**src/rtl/wb_stage_if.sv**
```systemverilog
// wb_stage_if: M-stage inputs and W-stage results of the writeback stage.
interface wb_stage_if #(
  parameter int CNT_W = 32
);
  logic             M_valid;
  logic [31:0]      M_Instr;
  logic [31:0]      M_ALUResult;
  logic [31:0]      M_DMRD;
  logic [31:0]      M_PC;
  logic [31:0]      M_HI;
  logic [31:0]      M_LO;
  logic             W_valid;
  logic             W_RegWrite;
  logic [4:0]       W_A3;
  logic [31:0]      W_WD;
  logic [31:0]      W_PC;
  logic             retire;
  logic [CNT_W-1:0] retire_cnt;
  modport master (
    output M_valid, M_Instr, M_ALUResult, M_DMRD, M_PC, M_HI, M_LO,
    input  W_valid, W_RegWrite, W_A3, W_WD, W_PC, retire, retire_cnt
  );
  modport slave (
    input  M_valid, M_Instr, M_ALUResult, M_DMRD, M_PC, M_HI, M_LO,
    output W_valid, W_RegWrite, W_A3, W_WD, W_PC, retire, retire_cnt
  );
endinterface

```
**src/rtl/wb_stage.sv**
```systemverilog
// wb_stage: MIPS writeback register with result select, load extraction, link value and retire counter.
module wb_stage #(
  parameter int          CNT_W    = 32,
  parameter logic [31:0] LINK_OFS = 32'd8,
  parameter bit          HILO_EN  = 1'b1
) (
  input logic       clk,
  input logic       reset,
  input logic       stall,
  input logic       flush,
  wb_stage_if.slave bus
);
  typedef struct packed {
    logic        valid;
    logic [5:0]  op;
    logic [5:0]  fn;
    logic [4:0]  rt;
    logic [4:0]  rd;
    logic [31:0] alu;
    logic [31:0] dmrd;
    logic [31:0] pc;
    logic [31:0] hi;
    logic [31:0] lo;
  } w_t;
  w_t w, m;
  logic [CNT_W-1:0] cnt;
  logic is_r, is_load, is_ialu, is_jal, is_jalr, is_mfhi, is_mflo, r_wr, wr, retire;
  logic [4:0] a3;
  logic [15:0] half;
  logic [7:0] byt;
  logic [31:0] ld, wd;
  // Only the instruction fields the writeback decode needs are kept.
  assign m = {bus.M_valid, bus.M_Instr[31:26], bus.M_Instr[5:0], bus.M_Instr[20:16],
              bus.M_Instr[15:11], bus.M_ALUResult, bus.M_DMRD, bus.M_PC, bus.M_HI, bus.M_LO};
  always_ff @(posedge clk or negedge reset)
    if (!reset) w <= '0;
    else if (flush) w <= '0;
    else if (!stall) w <= m;
  assign retire = w.valid && !stall;
  always_ff @(posedge clk or negedge reset)
    if (!reset) cnt <= '0;
    else if (retire && !(&cnt)) cnt <= cnt + 1'b1;
  assign is_r    = w.op == 6'h00;
  assign is_load = w.op inside {6'h23, 6'h21, 6'h25, 6'h20, 6'h24};
  assign is_ialu = w.op inside {6'h0d, 6'h08, 6'h0c, 6'h0f, 6'h0a};
  assign is_jal  = w.op == 6'h03;
  assign is_jalr = is_r && w.fn == 6'h09;
  assign is_mfhi = is_r && w.fn == 6'h10;
  assign is_mflo = is_r && w.fn == 6'h12;
  // R-type that write rd: everything except jr, mult/div family and mthi/mtlo.
  assign r_wr = is_r && !(w.fn inside {6'h08, 6'h18, 6'h19, 6'h1a, 6'h1b, 6'h11, 6'h13});
  assign a3 = (is_load || is_ialu) ? w.rt : is_jal ? 5'd31 : r_wr ? w.rd : 5'd0;
  assign wr = (is_load || is_ialu || is_jal || r_wr) && (HILO_EN || !(is_mfhi || is_mflo));
  assign half = w.alu[1] ? w.dmrd[31:16] : w.dmrd[15:0];
  assign byt  = 8'(w.dmrd >> {w.alu[1:0], 3'b000});
  assign ld = w.op == 6'h23 ? w.dmrd :
              w.op == 6'h21 ? {{16{half[15]}}, half} :
              w.op == 6'h25 ? {16'h0, half} :
              w.op == 6'h20 ? {{24{byt[7]}}, byt} : {24'h0, byt};
  assign wd = is_load ? ld : (is_jal || is_jalr) ? w.pc + LINK_OFS :
              is_mfhi ? w.hi : is_mflo ? w.lo : w.alu;
  assign bus.W_valid    = w.valid;
  assign bus.W_RegWrite = w.valid && wr && a3 != 5'd0;
  assign bus.W_A3       = a3;
  assign bus.W_WD       = wd;
  assign bus.W_PC       = w.pc;
  assign bus.retire     = retire;
  assign bus.retire_cnt = cnt;
endmodule

```
**src/flat_wrapper.sv**
```systemverilog
// flat-port wrapper written by rule: the top's interface ports become plain ports
module wb_stage_flat 
#(
  parameter int          CNT_W    = 32,
  parameter logic [31:0] LINK_OFS = 32'd8,
  parameter bit          HILO_EN  = 1'b1
)
  (clk, reset, stall, flush, bus_M_valid, bus_M_Instr, bus_M_ALUResult, bus_M_DMRD, bus_M_PC, bus_M_HI, bus_M_LO, bus_W_valid, bus_W_RegWrite, bus_W_A3, bus_W_WD, bus_W_PC, bus_retire, bus_retire_cnt);
  wb_stage_if #(.CNT_W(CNT_W)) bus_i ();
  input logic clk;
  input logic reset;
  input logic stall;
  input logic flush;
  input wire logic [$bits(bus_i.M_valid)-1:0] bus_M_valid;
  input wire logic [$bits(bus_i.M_Instr)-1:0] bus_M_Instr;
  input wire logic [$bits(bus_i.M_ALUResult)-1:0] bus_M_ALUResult;
  input wire logic [$bits(bus_i.M_DMRD)-1:0] bus_M_DMRD;
  input wire logic [$bits(bus_i.M_PC)-1:0] bus_M_PC;
  input wire logic [$bits(bus_i.M_HI)-1:0] bus_M_HI;
  input wire logic [$bits(bus_i.M_LO)-1:0] bus_M_LO;
  output wire logic [$bits(bus_i.W_valid)-1:0] bus_W_valid;
  output wire logic [$bits(bus_i.W_RegWrite)-1:0] bus_W_RegWrite;
  output wire logic [$bits(bus_i.W_A3)-1:0] bus_W_A3;
  output wire logic [$bits(bus_i.W_WD)-1:0] bus_W_WD;
  output wire logic [$bits(bus_i.W_PC)-1:0] bus_W_PC;
  output wire logic [$bits(bus_i.retire)-1:0] bus_retire;
  output wire logic [$bits(bus_i.retire_cnt)-1:0] bus_retire_cnt;
  assign bus_i.M_valid = bus_M_valid;
  assign bus_i.M_Instr = bus_M_Instr;
  assign bus_i.M_ALUResult = bus_M_ALUResult;
  assign bus_i.M_DMRD = bus_M_DMRD;
  assign bus_i.M_PC = bus_M_PC;
  assign bus_i.M_HI = bus_M_HI;
  assign bus_i.M_LO = bus_M_LO;
  assign bus_W_valid = bus_i.W_valid;
  assign bus_W_RegWrite = bus_i.W_RegWrite;
  assign bus_W_A3 = bus_i.W_A3;
  assign bus_W_WD = bus_i.W_WD;
  assign bus_W_PC = bus_i.W_PC;
  assign bus_retire = bus_i.retire;
  assign bus_retire_cnt = bus_i.retire_cnt;
  wb_stage #(.CNT_W(CNT_W), .LINK_OFS(LINK_OFS), .HILO_EN(HILO_EN)) u_core (.clk(clk), .reset(reset), .stall(stall), .flush(flush), .bus(bus_i));
endmodule
```
**config.mk**
```make
export PLATFORM = sky130hd
export DESIGN_NAME = wb_stage_flat
export DESIGN_NICKNAME = d
export VERILOG_FILES = /design/src/rtl/wb_stage_if.sv /design/src/rtl/wb_stage.sv /design/src/flat_wrapper.sv
export SDC_FILE = /design/constraint.sdc
export NUM_CORES = 1
export LEC_CHECK = 0
export CORE_MARGIN = 5
export CORE_UTILIZATION = 40
export DETAILED_ROUTE_END_ITERATION = 6
export GPL_ROUTABILITY_DRIVEN = 0
export PLACE_DENSITY_LB_ADDON = 0.1
export SETUP_SLACK_MARGIN = 0.05
export SYNTH_ARGS = -nofsm -noshare
export SYNTH_HDL_FRONTEND = slang
export SYNTH_SLANG_ARGS = --single-unit
```
**constraint.sdc**
```tcl
create_clock -name clk -period 2.88 [get_ports clk]
set_input_delay 0.576 -clock clk [delete_from_list [all_inputs] [get_ports clk]]
set_output_delay 0.576 -clock clk [all_outputs]
set_load 0.05 [all_outputs]
```
==> results of run 1 <==
[worst paths after layout]
kind                                        endpoint  depth (start not counted)                      start  slack, ns
hold reg to reg            u_core.bus.retire_cnt[30]                          1  u_core.bus.retire_cnt[30]       0.49
max in group asynchronous              u_core.w[131]                          2                      reset       2.12
min in group clk                         u_core.w[6]                          2                      flush       0.47
hold / removal                   u_core.bus.W_PC[12]                          1                      reset     0.0007
setup / recovery                        bus_W_WD[15]                          9              u_core.w[178]      -0.51
setup reg to reg            u_core.bus.retire_cnt[1]                          6   u_core.bus.retire_cnt[0]       0.54
[cell usage in the layout, fill, tap and decap left out, drive strengths merged, types with 5 or more instances in the layout]
| cell | count |
|---|---|
| nand2 | 55 |
| dfrtp | 215 |
| a221oi | 5 |
| clkdlybuf4s50 | 248 |
| xnor2 | 33 |
| mux2i | 223 |
| a21oi | 41 |
| buf | 165 |
| clkinv | 8 |
| a31oi | 5 |
| nand2b | 5 |
| a211oi | 16 |
| nand3 | 24 |
| o31ai | 5 |
| nor4 | 8 |
| and4 | 11 |
| xor2 | 24 |
| o21ai | 31 |
| nand4 | 15 |
| o221ai | 8 |
| nor3 | 9 |
| nor2 | 237 |
| and3 | 8 |
| o211ai | 9 |
| o22ai | 7 |
| inv | 8 |
| a2bb2oi | 7 |
| clkbuf | 38 |
[routing by layer]
layer / vias up / wire (um) / part of all wire, % / GRT usage, %
met4: 6 / 817 / 2.1 / 4.63
met3: 49 / 2240 / 5.9 / 4.67
met2: 279 / 17300 / 45 / 35.2
met1: 4845 / 17700 / 46 / 32.7
li1: 4671 / - / - / -
met5: - / 46 / 0.12 / 0
[state kept, by name, indices dropped and copies added (netlist names)]
signal	cells
u_core.bus.W_PC	32
u_core.w	150
u_core.bus.W_valid	1
u_core.bus.retire_cnt	32
[cells by family (layout without fill, tap and decap cells)]
logic type / count (synthesis) / after routing
AND/OR/NAND/NOR: 385 / 385
XOR/XNOR: 57 / 57
other: 0 / 1
flip-flops: 215 / 215
AO/OA/AOI/OAI: 148 / 148
buffers and inverters: 115 / 471
adder cells (fa/ha/maj): 2 / 2
multiplexers: 226 / 226
[power by group]
part           switching [mW]  internal (mW)  leakage (nW)  total (mW)
logic                    1.21           1.08          4.59        2.30
registers               0.164           3.19          2.85        3.36
clock network            1.28           2.02         0.432        3.30
[timing repair]
| item | CTS | global route |
|---|---|---|
| setup buffers | 30 | 10 |
| gates resized for setup | 110 | 73 |
| endpoints found under the setup margin | 38 | 38 |
| gates cloned | 1 | 0 |
| pin swaps | 42 | 36 |
| endpoints found under the hold margin | 0 | 0 |
[critical path: stages (launching register included)]
cell	delay (ns)
dfrtp_1	0.40
nor4_2	0.30
buf_4	0.18
nand4_1	0.12
buf_6	0.18
o211ai_1	0.25
o21ai_1	0.14
buf_4	0.16
a221oi_4	0.35
buf_12	0.18
[area by class of cell]
cell class	instances	area [um^2]	area share (%)
Antenna cell	1	2.50	0.0142
Clock buffer	38	767	4.34
Clock inverter	10	103	0.581
Inverter	10	41.3	0.234
Multi-Input combinational cell	818	6460	36.6
Sequential cell	215	5380	30.5
Tap cell	384	480	2.72
Timing Repair Buffer	413	4430	25.1
[stage by stage]
| step | power [mW] | setup WS (ns) | utilization, % | instance area (um^2) | setup TNS [ns] |
|---|---|---|---|---|---|
| floorplan | 4.49 | -0.250 | - | 11800 | -0.264 |
| global placement | 5.47 | -0.0977 | 54.9 | 15700 | -0.271 |
| detailed placement | 5.49 | -0.134 | 54.9 | 15700 | -0.451 |
| CTS | 8.92 | -0.483 | 60.2 | 17200 | -11.91 |
| global route | 9.31 | -0.678 | 61.9 | 17700 | -16.07 |
| finish | 8.96 | -0.511 | 61.9 | 17700 | -11.89 |
==> impl_metrics.json, run 1 <==
{
  "die_w_um": 180,
  "synth_ff_type": "dfrtp_1",
  "synthSimpleGateAreaFrac_pct": 15.3,
  "clock-sinks": 215,
  "io_pins": 301,
  "synth_top_family_by_area": "multiplexers",
  "max-slew-margin-rel_pct": 43.7,
  "synth_fp_nets": 1347,
  "avgSynthCellArea_um2": 10.0,
  "finalNetCount": 1683,
  "crit_path_start_kind": "flop",
  "async_flop_share_pct": 100,
  "violations": "negative setup slack",
  "clkTransAtPathRegs_ns": 0.06,
  "period_needed_ns": 3.39,
  "grt_pass1_vias": 10100,
  "worst_slew_pin_slew_ns": 0.844,
  "powerDensity_nw_per_um2": 507,
  "status": "finished with violations",
  "antenna_found_initial": 4,
  "rsz0062_at_grt": "true",
  "synth_commonest_cells": "nor2_1, mux2i_1, dfrtp_1",
  "row_count": 62,
  "cts_tree": "built",
  "slew_viol_final": 0,
  "drtIter0Drc": 432,
  "grt_pass1_wl_um": 58900,
  "final_cells": 1889,
  "numCtsBuffers": 26,
  "synth-compound-area-share_pct": 8.55,
  "core_um2": 28500,
  "io_buffer_count": 290,
  "peakVddDrop_mv": 0.567,
  "worstPathArrival_ns": 2.81,
  "track_usage_pct": 22.5,
  "critPathCaptureType": "output pin",
  "netlist.top_cell.by_area": "dfrtp_1",
  "syn_area_um2": 11500,
  "ctsHoldBuffers": 0,
  "die_area_um2": 32300,
  "dp_hpwl_um": 28000,
  "syn_inst": 1148,
  "yosys_warnings": 0,
  "synth-xor-area-share_pct": 4.34,
  "wl_per_cell_um": 20.2,
  "hp-class": "in -> async",
  "synth_fa_ha_area_share_pct": 0.218,
  "whs_ns": 0.000701,
  "leakage_nw": 7.88,
  "setup_ws_ns": -0.511,
  "firstDrtPassIters": 5,
  "muxShareOfSynthArea_pct": 19.8,
  "ys_ff_latch": 215,
  "cap_violations": 0,
  "cts-htree-levels": 1,
  "dp.cells": 1800,
  "synth_edf_count": 0,
  "grt_max_degree": 115,
  "insertion_delay_ns": 0.52,
  "seq_area_frac_synth_pct": 46.8,
  "synth.most_common_cell": "nor2_1",
  "synth.distinct_cells": 60,
  "num-fill-cells": 2399,
  "die_h_um": 180,
  "root_buffer": "clkbuf_16",
  "setup_viol": 36,
  "synthTopCellsByArea": "dfrtp_1, mux2i_1, nor2_1",
  "fin_skew_ns": 0.00336,
  "clock_path_buffers": 3,
  "crit_type": "reg -> out",
  "start_util_pct": 40.3,
  "grt-ovfl-total": 0,
  "finalHoldViolCount": 0,
  "synth_top_cell_area_share_pct": 46.8,
  "drive_gt1_share_pct": 23.9,
  "routed_wl_um": 38200,
  "cp_max_fo": 9,
  "routed_via_density": 5.21,
  "worstPathRequired_ns": 2.30,
  "vias": 9850,
  "area_growth_pct": 53.6,
  "antenna_left": 0,
  "fin_crit_sh_pct": 118,
  "max_freq_mhz": 295,
  "drc": 0
}
Power figures use the tool's default switching activity.
==> inputs of run 2 (changes only) <==
- CORE_UTILIZATION: 40 -> 50
==> run 2 against run 1 <==
Against the previous run:
- combinational power barely moved
- count of clock-buffer cells in the layout fell by 2
- worst setup slack improved by 0.065 ns
- power fell by 0.69%
- utilization rose by 16 points
- design area barely moved
- the flow still finishes with violations (negative setup slack)
- flip-flop and latch count did not move
- non-clock buffer count rose by 2
- first-iteration DRC count rose by 73%
- largest cell class unchanged
- sequential share of layout area barely moved
==> impl_metrics.json, run 2 (same netlist as run 1, synthesis figures left out) <==
{
  "period_needed_ns": 3.33,
  "insertion_delay_ns": 0.52,
  "track_usage_pct": 28.4,
  "fin_tns_setup_ns": -10.34,
  "drc": 0,
  "worst_slew_pin_slew_ns": 1.10,
  "layout_common_cells": "clkdlybuf4s50_1, mux2i_1, nor2_1",
  "area_growth_pct": 53.5,
  "r2r_cells": 5,
  "setup_viol": 38,
  "worstPathRequired_ns": 2.30,
  "num-fill-cells": 1408,
  "root_buffer": "clkbuf_16",
  "die_area_um2": 26100,
  "clkTransAtPathRegs_ns": 0.06,
  "worstPathArrival_ns": 2.75,
  "drtIter0Drc": 748,
  "total_power_mw": 8.89,
  "utilization_pct": 78.0,
  "die_h_um": 162,
  "final_common_cell": "clkdlybuf4s50_1",
  "cts_tree": "built",
  "setup_ws_ns": -0.446,
  "ff2ff_setup_slack_ns": 0.59,
  "max_freq_mhz": 301,
  "grt-ovfl-total": 0,
  "start_util_pct": 50.8,
  "status": "finished with violations",
  "drive_gt1_share_pct": 24.2,
  "rsz0062_at_grt": "true",
  "antenna_left": 0,
  "crit_type": "reg -> out",
  "slew_viol_final": 0,
  "grt_pass1_wl_um": 58900,
  "numCtsBuffers": 25,
  "die_w_um": 162,
  "core_um2": 22600,
  "peakVddDrop_mv": 0.626,
  "largest_reg_flops": 150,
  "hp-class": "in -> reg",
  "routed_wl_um": 39600,
  "cp_max_fo": 8,
  "io_pins": 301,
  "leakage_nw": 7.94,
  "firstDrtPassIters": 5,
  "largest_register": "u_core.w",
  "dp_worst_setup_slack_ns": -0.0674,
  "crit_path_start_kind": "flop",
  "finalHoldViolCount": 0,
  "min_from": "stall",
  "violations": "negative setup slack",
  "worstHoldPathCells": 3,
  "wl_per_cell_um": 22.1,
  "max-slew-margin-rel_pct": 26.8,
  "grt_max_degree": 150,
  "io_buffer_count": 290,
  "placed_area_um2": 15400,
  "cap_violations": 0,
  "min_to": "u_core.w[153]",
  "fin_crit_sh_pct": 115,
  "r2r-start": "u_core.bus.retire_cnt[24]",
  "dp_hpwl_um": 26600,
  "row_count": 55,
  "final_area_um2": 17700,
  "grt_pass1_vias": 10200,
  "reg2reg_to": "u_core.bus.retire_cnt[1]",
  "fin_skew_ns": 0.00430,
  "vias": 10200,
  "cts-htree-levels": 1,
  "antenna_found_initial": 7,
  "clock_path_buffers": 3,
  "routed_via_density": 5.70,
  "critPathCaptureType": "output pin",
  "finalNetCount": 1685,
  "clock-sinks": 215,
  "powerDensity_nw_per_um2": 504
}
==> run 2: changes by cell type in the layout (fill, tap and decap cells not counted), sizes merged <==
cell         previous run  this run
nand2                  55        56
diode                   1         4
clkinvlp                2         3
buf                   165       166
dlygate4sd3             0         1
clkinv                  8         4
clkbuf                 38        36
==> run 2: timing repair <==
action | CTS | global route
gates resized for setup | 114 | 80
pin swaps | 20 | 45
buffers inserted | 28 | 30
gates cloned | 4 | 0
hold buffers | 1 | 0
endpoints found under the setup margin | 38 | 38
endpoints found under the hold margin | 46 | 0
==> run 2: how the worst max path moves through the flow <==
stage | cells past startpoint | slack, ns | start | to
6_report | 10 | -0.45 | u_core.w[179] | bus_W_WD[3]
5_1_grt | 10 | -0.53 | u_core.w[179] | bus_W_WD[4]
4_1_cts | 9 | -0.36 | u_core.w[177] | bus_W_WD[4]
3_5_place_dp | 8 | -0.07 | u_core.w[176] | bus_W_WD[22]
3_3_place_gp | 8 | -0.01 | u_core.w[177] | bus_W_WD[15]
2_1_floorplan | 7 | -0.25 | u_core.w[178] | bus_W_RegWrite
==> run 2: routing by layer <==
| layer | up-vias | global-route usage (%) | share of wire, % |
|---|---|---|---|
| met5 | - | 0 | 0.12 |
| li1 | 4668 | - | - |
| met2 | 427 | 44.6 | 47 |
| met4 | 6 | 9.19 | 3.8 |
| met1 | 5016 | 40.1 | 42 |
| met3 | 89 | 5.71 | 7.7 |
==> run 2: metrics by stage <==
step | hold slack (ns) | cells
6_report | 0.375 | 1791
5_1_grt | 0.404 | 1791
4_1_cts | 0.365 | 1758
3_5_place_dp | 0.488 | 1683
3_3_place_gp | 0.489 | 1683
2_1_floorplan | 0.280 | 1148
==> run 2: area by class of cell <==
type	count	area [um^2]	area share, %
Multi-Input combinational cell	819	6440	36.5
Antenna cell	4	10.0	0.0567
Inverter	10	41.3	0.234
Sequential cell	215	5390	30.5
Clock buffer	36	747	4.23
Timing Repair Buffer	415	4580	25.9
Clock inverter	7	93.8	0.531
Tap cell	285	357	2.02
==> run 2: worst max-delay path: stages, from the launching register on <==
cell and delay (ns):
dfrtp_1 0.42, buf_4 0.21, nor4b_4 0.35, buf_4 0.22, a21boi_0 0.14, nor2_1 0.14
nor2_1 0.10, buf_4 0.17, o22ai_2 0.20, o21ai_2 0.11, buf_12 0.16
==> run 2: where the power goes <==
group,total (mW),leakage (nW),switching [mW],internal (mW)
clock,3.25,0.410,1.28,1.97
sequential,3.37,2.85,0.175,3.19
combinational,2.28,4.68,1.21,1.07
total,8.89,7.94,2.67,6.23
==> inputs of run 3 (changes only) <==
- MAX_ROUTING_LAYER: not set -> met4
==> run 3 against run 2 <==
Against the previous run:
- cell count down 0.28%
- highest routed layer is now met4
- design area is 0.52% lower
- die area did not move
- first-iteration DRC count is 1.7% lower
- critical path depth decreased by 1
- combinational power about the same
- clock skew hardly changed
- fmax increased by 2.1%
- non-clock buffer count shrank 8
- the run still ends with negative setup slack left
- clock power about the same
- via count shrank 0.48%
- critical endpoint is now bus_W_WD[4]
- count of clock-buffer cells in the layout is the same
==> impl_metrics.json, run 3 (same netlist as run 1, synthesis figures left out) <==
{
  "status": "finished with violations",
  "violations": "negative setup slack",
  "firstDrtPassIters": 5,
  "vias": 10200,
  "rsz0062_at_grt": "true",
  "insertion_delay_ns": 0.52,
  "largest_reg_flops": 150,
  "die_area_um2": 26100,
  "total_power_mw": 8.87,
  "max_freq_mhz": 307,
  "cts_tree": "built",
  "seq_area_um2": 5390,
  "finalNetCount": 1677,
  "wl_per_cell_um": 21.7,
  "final_area_um2": 17600,
  "clkPwrFrac_pct": 36.5,
  "antenna_left": 0,
  "antenna_found_initial": 7,
  "swShare_pct": 29.9,
  "cp_max_fo": 12,
  "powerDensity_nw_per_um2": 505,
  "slew_viol_final": 0,
  "setup_viol": 38,
  "row_count": 55,
  "finalHoldViolCount": 0,
  "worstPathRequired_ns": 2.30,
  "area_growth_pct": 52.7,
  "layout_common_cells": "clkdlybuf4s50_1, mux2i_1, nor2_1",
  "grt-ovfl-total": 0,
  "track_usage_pct": 29.2,
  "largest_register": "u_core.w",
  "p_seq_share_pct": 38.0,
  "placed_area_um2": 15400,
  "drive_gt1_share_pct": 23.8,
  "dp_worst_setup_slack_ns": -0.0674,
  "core_um2": 22600,
  "period_needed_ns": 3.26,
  "start_util_pct": 50.8,
  "clkTransAtPathRegs_ns": 0.06,
  "root_buffer": "clkbuf_16",
  "die_h_um": 162,
  "setup_ws_ns": -0.377,
  "utilization_pct": 77.6,
  "final_common_cell": "clkdlybuf4s50_1",
  "fin_crit_sh_pct": 113,
  "leakage_nw": 7.89,
  "crit_type": "reg -> out",
  "cts-htree-levels": 1,
  "peakVddDrop_mv": 0.626,
  "numCtsBuffers": 25,
  "p_int_mw": 6.22,
  "worstPathArrival_ns": 2.68,
  "ff2ff_setup_slack_ns": 0.59,
  "fin_skew_ns": 0.00468,
  "critPathCaptureType": "output pin",
  "max-slew-margin-rel_pct": 27.8,
  "crit_path_start_kind": "flop",
  "drc": 0,
  "io_pins": 301,
  "multiInputGateArea_um2": 6420,
  "clock_path_buffers": 3,
  "die_w_um": 162,
  "routed_wl_um": 38800,
  "switchingPower_mw": 2.65,
  "grt_max_degree": 150,
  "io_buffer_count": 290,
  "hp-class": "in -> reg",
  "drtIter0Drc": 735,
  "grt_pass1_wl_um": 58800,
  "routed_via_density": 5.69,
  "num-fill-cells": 1424,
  "worst_slew_pin_slew_ns": 1.08,
  "clock-sinks": 215,
  "grt_pass1_vias": 10200,
  "cap_violations": 0,
  "power_frac_comb_pct": 25.5,
  "dp_hpwl_um": 26600
}
run 3: cell types whose count changed in the layout (fill, tap and decap cells not counted), sizes merged:
cell and delta:
diode +3, buf -8
run 3: cell type report:
class / count / area share, %
Clock inverter: 7 / 0.534
Antenna cell: 7 / 0.0997
Clock buffer: 36 / 4.25
Tap cell: 285 / 2.03
Sequential cell: 215 / 30.7
Inverter: 10 / 0.235
Timing Repair Buffer: 407 / 25.6
Multi-Input combinational cell: 819 / 36.5
run 3: through the flow:
stage / std cells / TNS [ns] / hold WS (ns)
2_1_floorplan: 1148 / -0.264 / 0.280
3_3_place_gp: 1683 / -0.0268 / 0.489
3_5_place_dp: 1683 / -0.112 / 0.488
4_1_cts: 1758 / -8.74 / 0.365
5_1_grt: 1786 / -13.07 / 0.404
6_report: 1786 / -9.40 / 0.379
run 3: layer usage:
layer | part of all wire, % | wire [um] | track usage, % | vias to the layer above
li1 | - | - | - | 4666
met2 | 47 | 18100 | 44.7 | 430
met3 | 7.4 | 2880 | 5.66 | 84
met1 | 42 | 16500 | 39.8 | 4977
met4 | 3.6 | 1410 | 9.19 | 0
met5 | 0 | 0 | - | -
run 3: repair_timing:
item	CTS	global route
gates resized for setup	114	74
hold endpoints to repair	46	0
buffers inserted	28	22
pin swaps	20	42
endpoints found under the setup margin	38	38
hold buffers	1	0
cloned	4	0
run 3: power by group through the flow:
stage	combinational (mW)	sequential [mW]	clock, mW
after floorplan	1.05	3.44	0
after global placement	2.04	3.39	0
after detailed placement	2.06	3.40	0
after CTS	2.17	3.35	3.29
after global routing	2.38	3.38	3.40
final	2.26	3.37	3.24
run 3: final timing paths:
check / cells after the start / end / startpoint
setup / recovery: 9 / bus_W_WD[4] / u_core.w[177]
hold / removal: 3 / u_core.w[57] / stall
setup reg to reg: 6 / u_core.bus.retire_cnt[1] / u_core.bus.retire_cnt[0]
hold reg to reg: 1 / u_core.bus.retire_cnt[21] / u_core.bus.retire_cnt[21]
max in group asynchronous: 3 / u_core.bus.retire_cnt[15] / reset
min in group asynchronous: 2 / u_core.bus.W_PC[0] / reset
run 3: worst max-delay path, cell delays in order (launching register included):
cell,delay (ns)
dfrtp_1,0.38
buf_6,0.15
or4b_4,0.55
o21ai_4,0.17
buf_12,0.16
mux2i_1,0.20
a21oi_1,0.10
o22ai_2,0.18
o21ai_2,0.11
buf_12,0.16
